## src/rtl/wb_burst_reader_if.sv

```systemverilog
// Wishbone B4 master-side bundle for the burst reader.
// Clock and reset travel with the bus signals.
interface wb_burst_reader_if;
  logic        clk;
  logic        rst;
  logic        cyc;
  logic        stb;
  logic        we;
  logic [3:0]  sel;
  logic [31:0] adr;
  logic [31:0] dat_ms;
  logic [31:0] dat_sm;
  logic        ack;
  logic [2:0]  cti;
  logic [1:0]  bte;

  modport master (
    input  clk, rst, dat_sm, ack,
    output cyc, stb, we, sel, adr,
    output dat_ms, cti, bte
  );
endinterface

```

## src/rtl/wb_burst_reader.sv

```systemverilog
// Wishbone burst read master feeding a show-ahead FIFO.
// Bursts start only when the FIFO can absorb every beat.
module wb_burst_reader #(
  parameter int unsigned BURST_LEN  = 8,
  parameter int unsigned FIFO_DEPTH = 32
) (
  wb_burst_reader_if.master wb_m,
  input  logic        start,
  input  logic [31:0] base_adr,
  input  logic [15:0] nwords,
  output logic        busy,
  output logic        done,
  output logic [31:0] rd_data,
  output logic        rd_valid,
  input  logic        rd_ready
);
  localparam int unsigned AW = $clog2(FIFO_DEPTH);
  localparam int unsigned CW = AW + 1;
  localparam int unsigned BW = $clog2(BURST_LEN) + 1;

  typedef enum logic [2:0] {
    IDLE,
    WAIT_SPACE,
    BURST,
    GAP,
    DONE
  } state_t;

  state_t         state;
  logic [31:0]    adr_q;
  logic [15:0]    remaining;
  logic [BW-1:0]  beats;
  logic           cyc_q;
  logic [2:0]     cti_q;

  logic [31:0]    mem [FIFO_DEPTH];
  logic [AW-1:0]  wr_ptr;
  logic [AW-1:0]  rd_ptr;
  logic [CW-1:0]  count;

  logic           push;
  logic           pop;
  logic [31:0]    blen;
  logic [31:0]    free_slots;

  assign push = cyc_q & wb_m.ack;
  assign pop  = rd_valid & rd_ready;

  assign rd_valid = (count != '0);
  assign rd_data  = mem[rd_ptr];

  assign blen = (32'(remaining) < BURST_LEN)
              ? 32'(remaining) : BURST_LEN;
  // a pop in this cycle frees a slot before the burst begins
  assign free_slots = FIFO_DEPTH - 32'(count)
                    + 32'(pop);

  assign wb_m.cyc    = cyc_q;
  assign wb_m.stb    = cyc_q;
  assign wb_m.we     = 1'b0;
  assign wb_m.sel    = 4'hF;
  assign wb_m.adr    = adr_q;
  assign wb_m.dat_ms = '0;
  assign wb_m.cti    = cti_q;
  assign wb_m.bte    = 2'b00;

  assign busy = (state != IDLE);
  assign done = (state == DONE);

  always_ff @(posedge wb_m.clk) begin
    if (wb_m.rst) begin
      state     <= IDLE;
      adr_q     <= '0;
      remaining <= '0;
      beats     <= '0;
      cyc_q     <= 1'b0;
      cti_q     <= 3'b000;
    end else begin
      case (state)
        IDLE: begin
          if (start) begin
            adr_q     <= {base_adr[31:2], 2'b00};
            remaining <= nwords;
            state     <= (nwords == 16'd0)
                       ? DONE : WAIT_SPACE;
          end
        end
        WAIT_SPACE: begin
          if (free_slots >= blen) begin
            state <= BURST;
            cyc_q <= 1'b1;
            beats <= blen[BW-1:0];
            cti_q <= (blen == 32'd1)
                   ? 3'b000 : 3'b010;
          end
        end
        BURST: begin
          if (wb_m.ack) begin
            adr_q     <= adr_q + 32'd4;
            remaining <= remaining - 16'd1;
            beats     <= beats - BW'(1);
            if (beats == BW'(1)) begin
              state <= GAP;
              cyc_q <= 1'b0;
              cti_q <= 3'b000;
            end else if (beats == BW'(2)) begin
              cti_q <= 3'b111;
            end
          end
        end
        GAP: begin
          state <= (remaining == 16'd0)
                 ? DONE : WAIT_SPACE;
        end
        DONE: begin
          state <= IDLE;
        end
        default: begin
          state <= IDLE;
        end
      endcase
    end
  end

  always_ff @(posedge wb_m.clk) begin
    if (wb_m.rst) begin
      wr_ptr <= '0;
      rd_ptr <= '0;
      count  <= '0;
    end else begin
      if (push) wr_ptr <= wr_ptr + AW'(1);
      if (pop)  rd_ptr <= rd_ptr + AW'(1);
      case ({push, pop})
        2'b10:   count <= count + CW'(1);
        2'b01:   count <= count - CW'(1);
        default: count <= count;
      endcase
    end
  end

  always_ff @(posedge wb_m.clk) begin
    if (push) mem[wr_ptr] <= wb_m.dat_sm;
  end

  a_no_overflow: assert property (
    @(posedge wb_m.clk) disable iff (wb_m.rst)
    push |-> (count < CW'(FIFO_DEPTH))
  );
endmodule
```

## src/flat_wrapper.sv

```systemverilog
// flat-port wrapper written by rule: the top's interface ports become plain ports
module wb_burst_reader_flat 
#(
  parameter int unsigned BURST_LEN  = 8,
  parameter int unsigned FIFO_DEPTH = 32
)
  (start, base_adr, nwords, busy, done, rd_data, rd_valid, rd_ready, wb_m_clk, wb_m_rst, wb_m_dat_sm, wb_m_ack, wb_m_cyc, wb_m_stb, wb_m_we, wb_m_sel, wb_m_adr, wb_m_dat_ms, wb_m_cti, wb_m_bte);
  wb_burst_reader_if wb_m_i ();
  input  logic start;
  input  logic [31:0] base_adr;
  input  logic [15:0] nwords;
  output logic busy;
  output logic done;
  output logic [31:0] rd_data;
  output logic rd_valid;
  input  logic rd_ready;
  input wire logic [$bits(wb_m_i.clk)-1:0] wb_m_clk;
  input wire logic [$bits(wb_m_i.rst)-1:0] wb_m_rst;
  input wire logic [$bits(wb_m_i.dat_sm)-1:0] wb_m_dat_sm;
  input wire logic [$bits(wb_m_i.ack)-1:0] wb_m_ack;
  output wire logic [$bits(wb_m_i.cyc)-1:0] wb_m_cyc;
  output wire logic [$bits(wb_m_i.stb)-1:0] wb_m_stb;
  output wire logic [$bits(wb_m_i.we)-1:0] wb_m_we;
  output wire logic [$bits(wb_m_i.sel)-1:0] wb_m_sel;
  output wire logic [$bits(wb_m_i.adr)-1:0] wb_m_adr;
  output wire logic [$bits(wb_m_i.dat_ms)-1:0] wb_m_dat_ms;
  output wire logic [$bits(wb_m_i.cti)-1:0] wb_m_cti;
  output wire logic [$bits(wb_m_i.bte)-1:0] wb_m_bte;
  assign wb_m_i.clk = wb_m_clk;
  assign wb_m_i.rst = wb_m_rst;
  assign wb_m_i.dat_sm = wb_m_dat_sm;
  assign wb_m_i.ack = wb_m_ack;
  assign wb_m_cyc = wb_m_i.cyc;
  assign wb_m_stb = wb_m_i.stb;
  assign wb_m_we = wb_m_i.we;
  assign wb_m_sel = wb_m_i.sel;
  assign wb_m_adr = wb_m_i.adr;
  assign wb_m_dat_ms = wb_m_i.dat_ms;
  assign wb_m_cti = wb_m_i.cti;
  assign wb_m_bte = wb_m_i.bte;
  wb_burst_reader #(.BURST_LEN(BURST_LEN), .FIFO_DEPTH(FIFO_DEPTH)) u_core (.wb_m(wb_m_i), .start(start), .base_adr(base_adr), .nwords(nwords), .busy(busy), .done(done), .rd_data(rd_data), .rd_valid(rd_valid), .rd_ready(rd_ready));
endmodule
```

## config.mk

```make
export PLATFORM = sky130hd
export DESIGN_NAME = wb_burst_reader_flat
export DESIGN_NICKNAME = d
export VERILOG_FILES = /design/src/rtl/wb_burst_reader_if.sv /design/src/rtl/wb_burst_reader.sv /design/src/flat_wrapper.sv
export SDC_FILE = /design/constraint.sdc
export NUM_CORES = 1
export LEC_CHECK = 0
export ABC_AREA = 0
export CAP_MARGIN = 20
export CORE_ASPECT_RATIO = 0.75
export CORE_MARGIN = 1.5
export CORE_UTILIZATION = 43
export CTS_CLUSTER_SIZE = 12
export DETAILED_ROUTE_END_ITERATION = 10
export GPL_TIMING_DRIVEN = 0
export HOLD_SLACK_MARGIN = 0.08
export SLEW_MARGIN = 20
export SYNTH_ARGS = -nofsm -noshare
export SYNTH_HDL_FRONTEND = slang
export SYNTH_SLANG_ARGS = --single-unit
```

## constraint.sdc

```tcl
create_clock -name wb_m_clk -period 7.7 [get_ports wb_m_clk]
set_clock_uncertainty 0.15 [all_clocks]
set_input_delay 1.155 -clock wb_m_clk [delete_from_list [all_inputs] [get_ports wb_m_clk]]
set_output_delay 1.155 -clock wb_m_clk [all_outputs]
set_load 0.005 [all_outputs]
```

; Word-level counts from Yosys, hierarchy flattened
; Memories as Yosys holds them, arrays and structs flattened. A register that Yosys moved wholly into a read port is not among the register bits.
; Cells that the tools add are included.
[totals]
mem_bits_rw = 1024
out_inout_bits = 111
n_memories = 1
register_bits = 75
[memory_table]
columns = name, words, word_bits, rd, rd_clocked_by_memory_dff, write_ports, line_no
row1 = u_core.mem, 32, 32, 1, 1, 1, wb_burst_reader.sv:36  ; logic [31:0] mem [FIFO_DEPTH];
[classes]
n_addsub = 9
n_reduce_logical = 13
magnitude_cmp = 2
eq_ne = 14
muxes = 32
n_bitwise = 2
[ops]
columns = operator, n
row1 = 32-bit 2-to-1 mux, 2
row2 = 32-bit case mux with 2 select lines, 1
row3 = 16-bit 2-to-1 mux, 3
row4 = 32-bit by 1-bit adder with 32-bit output, 1
row5 = "32-bit by 3-bit adder with 32-bit output, second input constant", 1
row6 = "32-bit by 1-bit == test with 1-bit output, second input constant", 1
row7 = 32-bit >= comparator, 1
row8 = 16-bit logical NOT, 2
row9 = 16-bit case mux with 2 select lines, 1
row10 = 3-bit 2-to-1 mux, 10
row11 = "16-bit by 4-bit less-than comparator with 1-bit output, second input constant", 1
row12 = "16-bit by 1-bit subtractor with 16-bit output, second input constant", 1
row13 = 3-bit case mux with 4 select lines, 1
row14 = 6-bit case mux with 2 select lines, 1
row15 = 4-bit AND reduction, 3
row16 = "5-bit by 1-bit adder with 5-bit output, second input constant", 2
row17 = 5-bit 2-to-1 mux, 2
row18 = 4-bit 2-to-1 mux, 2
row19 = 4-bit case mux with 2 select lines, 1
row20 = "6-bit by 6-bit subtractor with 7-bit output, first input constant", 1
row21 = "6-bit by 1-bit adder with 6-bit output, second input constant", 1
row22 = "3-bit by 2-bit == test with 1-bit output, second input constant", 2
row23 = 3-bit case mux with 2 select lines, 1
row24 = 3-bit AND reduction, 2
row25 = other kinds (19), 28

; Longest topological paths before layout
; Gate-level depths: netlist (run 1).
[logic_depth]
word_depth = 6
ltp_mapped = 21
mapped_depth_nobuf = 19

; Least setup slack after synthesis (run 1)
; OpenSTA, ideal clock, no wires.
[synth_path]
path_type = input port to flip-flop
start = input port rd_ready
end = register u_core.cti_q[1], in the netlist u_core.wb_m.cti[1]
t_required_ns = 7.428
path_slack_ns = 3.317
setup_ns = 0.122
t_arrival_ns = 4.111
cell_stages = 16
cell_sequence = and2_1 -> clkbuf_1 -> ha_1 -> ha_1 -> nand2_1 -> nor2_1 -> nand2_1 -> ha_1 -> inv_1 -> ha_1 -> o2111ai_1 -> or3_1 -> a31oi_1 -> o211a_1 -> nor2_1 -> o311a_1
[synth_via]
elab_chain_cells = 5
[synth_lines]
columns = item, line_no
row1 = start: declaration, flat_wrapper.sv:16  ; input logic rd_ready;
row2 = 1-bit AND, wb_burst_reader.sv:47  ; assign pop = rd_valid & rd_ready;
row3 = 32-bit by 1-bit adder with 32-bit output, wb_burst_reader.sv:56  ; + 32'(pop);
row4 = 32-bit >= comparator, wb_burst_reader.sv:89  ; if (free_slots >= blen) begin
row5 = 2-bit by 1-bit != test with 1-bit output (no source line), --
row6 = 4-bit AND reduction (no source line), --
row7 = end signal: assignment, wb_burst_reader.sv:93  ; cti_q <= (blen == 32'd1)
row8 = end: declaration, wb_burst_reader.sv:34  ; logic [2:0] cti_q;
; Every way passes these cells.
; A chain may end at the register's enable or synchronous reset.

==> qor.yml, run 1 <==
clock_network:
  clockRootBuffer: "sky130_fd_sc_hd__clkbuf_16"
  clock_tree.buffer_depth: 3
  cts_tree: "yes"
  tritoncts.num_buffers: 108
  cts_htree_levels: 3
  cts-resized-gates: 0
  latest_clock_arrival_within_the_worst_skew_pair_ns: 0.71
  postCtsHoldBufs: 0
  cts_setup_buffers: 0
  cts.clk_slew.worst_paths_ns: 0.06
  clock_sink_total: 1101
floorplanning:
  initial_cell_density_of_the_core_pct: 43.7
  die_width_um: 374
  die_area_sq_mm: 0.105
  die_h_um: 282
  fp_rows: 101
  io_pins: 196
  floorplan.core_area_sq_mm: 0.102
sta:
  slew_viol_final: 0
  grt_setup_unrepaired: "no"
  post-route-min-period_ns: 6.04
  setup-tns-final_ns: 0
  finalSetupViolations: 0
  maxClockFrequency_mhz: 166
  hold_slack_ns: 0.332
  timing_worst_slew_pin_value_ns: 1.13
  final-hold-violation-count: 0
  slew_headroom_pct: 24.8
  layout_setup_ws_ns: 1.66
  period_share_pct: 78.5
placement:
  dp_hpwl_mm: 78.2
  finalWeightedCongestion: 0.891
  port_buffers: 151
  pre_cts_slack_ns: 2.20
synthesis:
  yosys_register_bits: 1101
  synth.avg_cell_area_sq_um: 19.7
  yosysSeqAreaShare_pct: 72.6
  synth.cell_area_sq_mm: 0.0445
  synth-main-ff-cell: "sky130_fd_sc_hd__edfxtp_1"
  synth_edf_count: 1024
  synthDominantAreaCellType: "sky130_fd_sc_hd__edfxtp_1"
  synth_top_area_share_pct: 69.1
  yosys_warnings: 0
  asyncSetResetFlopFracSynth_pct: 0
  synth.top_cells.by_area: "sky130_fd_sc_hd__edfxtp_1 (69%), sky130_fd_sc_hd__mux4_2 (16%), sky130_fd_sc_hd__dfxtp_1 (3.5%)"
  synthCells: 2256
  post_synth_num_cell_types: 62
worst_setup_path:
  crit_fanout: 10
  worstSetupEndpointType: "output port"
  timing.critical_path.arrival_ns: 4.74
  crit_type: "flip-flop to output port"
  required_ns: 6.39
  setup.worst_path.start_class: "flip-flop"
power_and_ir_drop:
  ir_drop_mv: 0.202
  p_per_area_mw_per_mm2: 221
  leakage_power_figure_nw: 16.3
layout:
  final_cell_mix: "sky130_fd_sc_hd__edfxtp_1 (1024), sky130_fd_sc_hd__mux4_2 (320), sky130_fd_sc_hd__clkdlybuf4s50_1 (138)"
  finalNetCount: 2757
  register_area_sq_mm: 0.0323
  final_common_cell: "sky130_fd_sc_hd__edfxtp_1"
  layout.filler_cells: 8061
  total_area_of_multi_input_combinational_cells_sq_mm: 0.0116
  layout-drive-gt1-share_pct: 25.3
  postLayoutCoreUtil_pct: 51.6
  syn2layout_area_growth_pct: 18.2
drt:
  drt-wirelength-per-cell_um: 28.6
  drt_first_iter_violations: 2646
  drc: 0
  drt.antenna.violating_nets: 0
  postRouteWirelength_mm: 115
  vias_per_cell: 5.90
  drt_first_pass_iters: 6
  vias: 23700
global_route:
  overflow: 0
  first_global_vias: 24100
  grt_pass1_wl_mm: 166
  grt_start_max_net_pins: 33
  initial_antenna_violation_count: 3
  gr-usage-all-layers_pct: 22.0
outcome:
  run_status: "completed"
worst_hold_path:
  min-delay-path-class: "flip-flop to flip-flop"
run:
  drv_cap: 0
layer usage:
layer / global-route usage (%) / wire length, um
met5: 0 / 0
met3: 4.59 / 9720
met1: 31.6 / 48800
met2: 34.2 / 53600
met4: 6.07 / 2870
flip-flops by register name, summed over array words and instances, names as in the netlist, named ones only:
register          count
u_core.beats          4
u_core.count          6
u_core.mem         1024
u_core.rd_ptr         5
u_core.remaining     16
u_core.state          3
u_core.wb_m.adr      30
u_core.wb_m.cti       2
u_core.wb_m.cyc       1
u_core.wr_ptr         5
synth_stat cells (all sizes together) (15+ instances only):
| library cell | count |
|---|---|
| o21ai | 43 |
| nand4 | 15 |
| a21oi | 60 |
| nand2 | 73 |
| clkbuf | 72 |
| nor2 | 131 |
| a211oi | 19 |
| buf | 94 |
| edfxtp | 1024 |
| nand3 | 22 |
| mux2 | 32 |
| ha | 43 |
| dfxtp | 77 |
| nor3 | 20 |
| inv | 28 |
| mux4 | 320 |
worst paths after layout:
path / startpoint / endpoint / slack [ns] / depth (start not counted)
worst max-delay path: flip-flop / rd_data[2] / 1.66 / 6
worst min-delay path: u_core.remaining[7] / u_core.remaining[7] / 0.33 / 2
worst max register to register: u_core.count[0] / u_core.wb_m.cti[1] / 2.61 / 21
worst min register to register: u_core.remaining[7] / u_core.remaining[7] / 0.33 / 2
final cells by class:
type                    instances  area share [%]
diodes                          2         0.00952
well taps                    1339            3.19
flip-flops and latches       1101            61.4
clock inverters                29           0.357
inverters                      28           0.200
plain buffers                 166            1.69
repair buffers                211            5.64
multi-input cells            1012            22.1
clock buffers                 133            5.36
report_power, final:
group / internal, mW / switching (mW)
combinational: 0.104 / 0.174
sequential: 6.55 / 0.0257
clock: 2.59 / 2.16
total: 9.24 / 2.36
worst max-delay path, stage by stage, from the launching register on:
cell,delay [ns]
sky130_fd_sc_hd__dfxtp_1,0.44
sky130_fd_sc_hd__clkbuf_1,0.83
sky130_fd_sc_hd__clkbuf_1,0.91
sky130_fd_sc_hd__mux4_2,0.49
sky130_fd_sc_hd__mux4_2,0.51
sky130_fd_sc_hd__mux2_2,0.34
sky130_fd_sc_hd__clkdlybuf4s50_1,0.49
cells by family after synthesis:
kind of cell	count (synthesis)	synth area share, %
flops	1101	72.6
simple gates	339	3.61
other cells	2	0.0169
fa+ha+maj	45	1.28
compound gates	202	2.84
buf+inv	194	2.22
xor+xnor	18	0.354
mux	355	17.1
metrics by stage:
stage                     area [sq um]  power, mW  cells
after CTS                        52600       11.7   4019
after global routing             52600       11.9   4021
after floorplan                  44700       6.79   2307
final                            52600       11.6   4021
after detailed placement         49600       6.98   3857
after global placement           47900       6.97   3797
No activity file was read; power rests on OpenSTA's default activity.
==> inputs of run 2 (changes only) <==
- clock period: 7.7 -> 6.1 ns (I/O delays scaled with it)
==> results of run 2 <==
Same layout as run 1 (identical final DEF). Status: completed.
Among the figures that moved: setup slack after placement 2.20 ns -> 0.841 ns; setup slack after layout 1.66 ns -> 0.299 ns; register-to-register setup slack 2.61 ns -> 1.01 ns; total power 11.6 mW -> 14.6 mW; worst IR drop on VDD 0.202 mV -> 0.255 mV
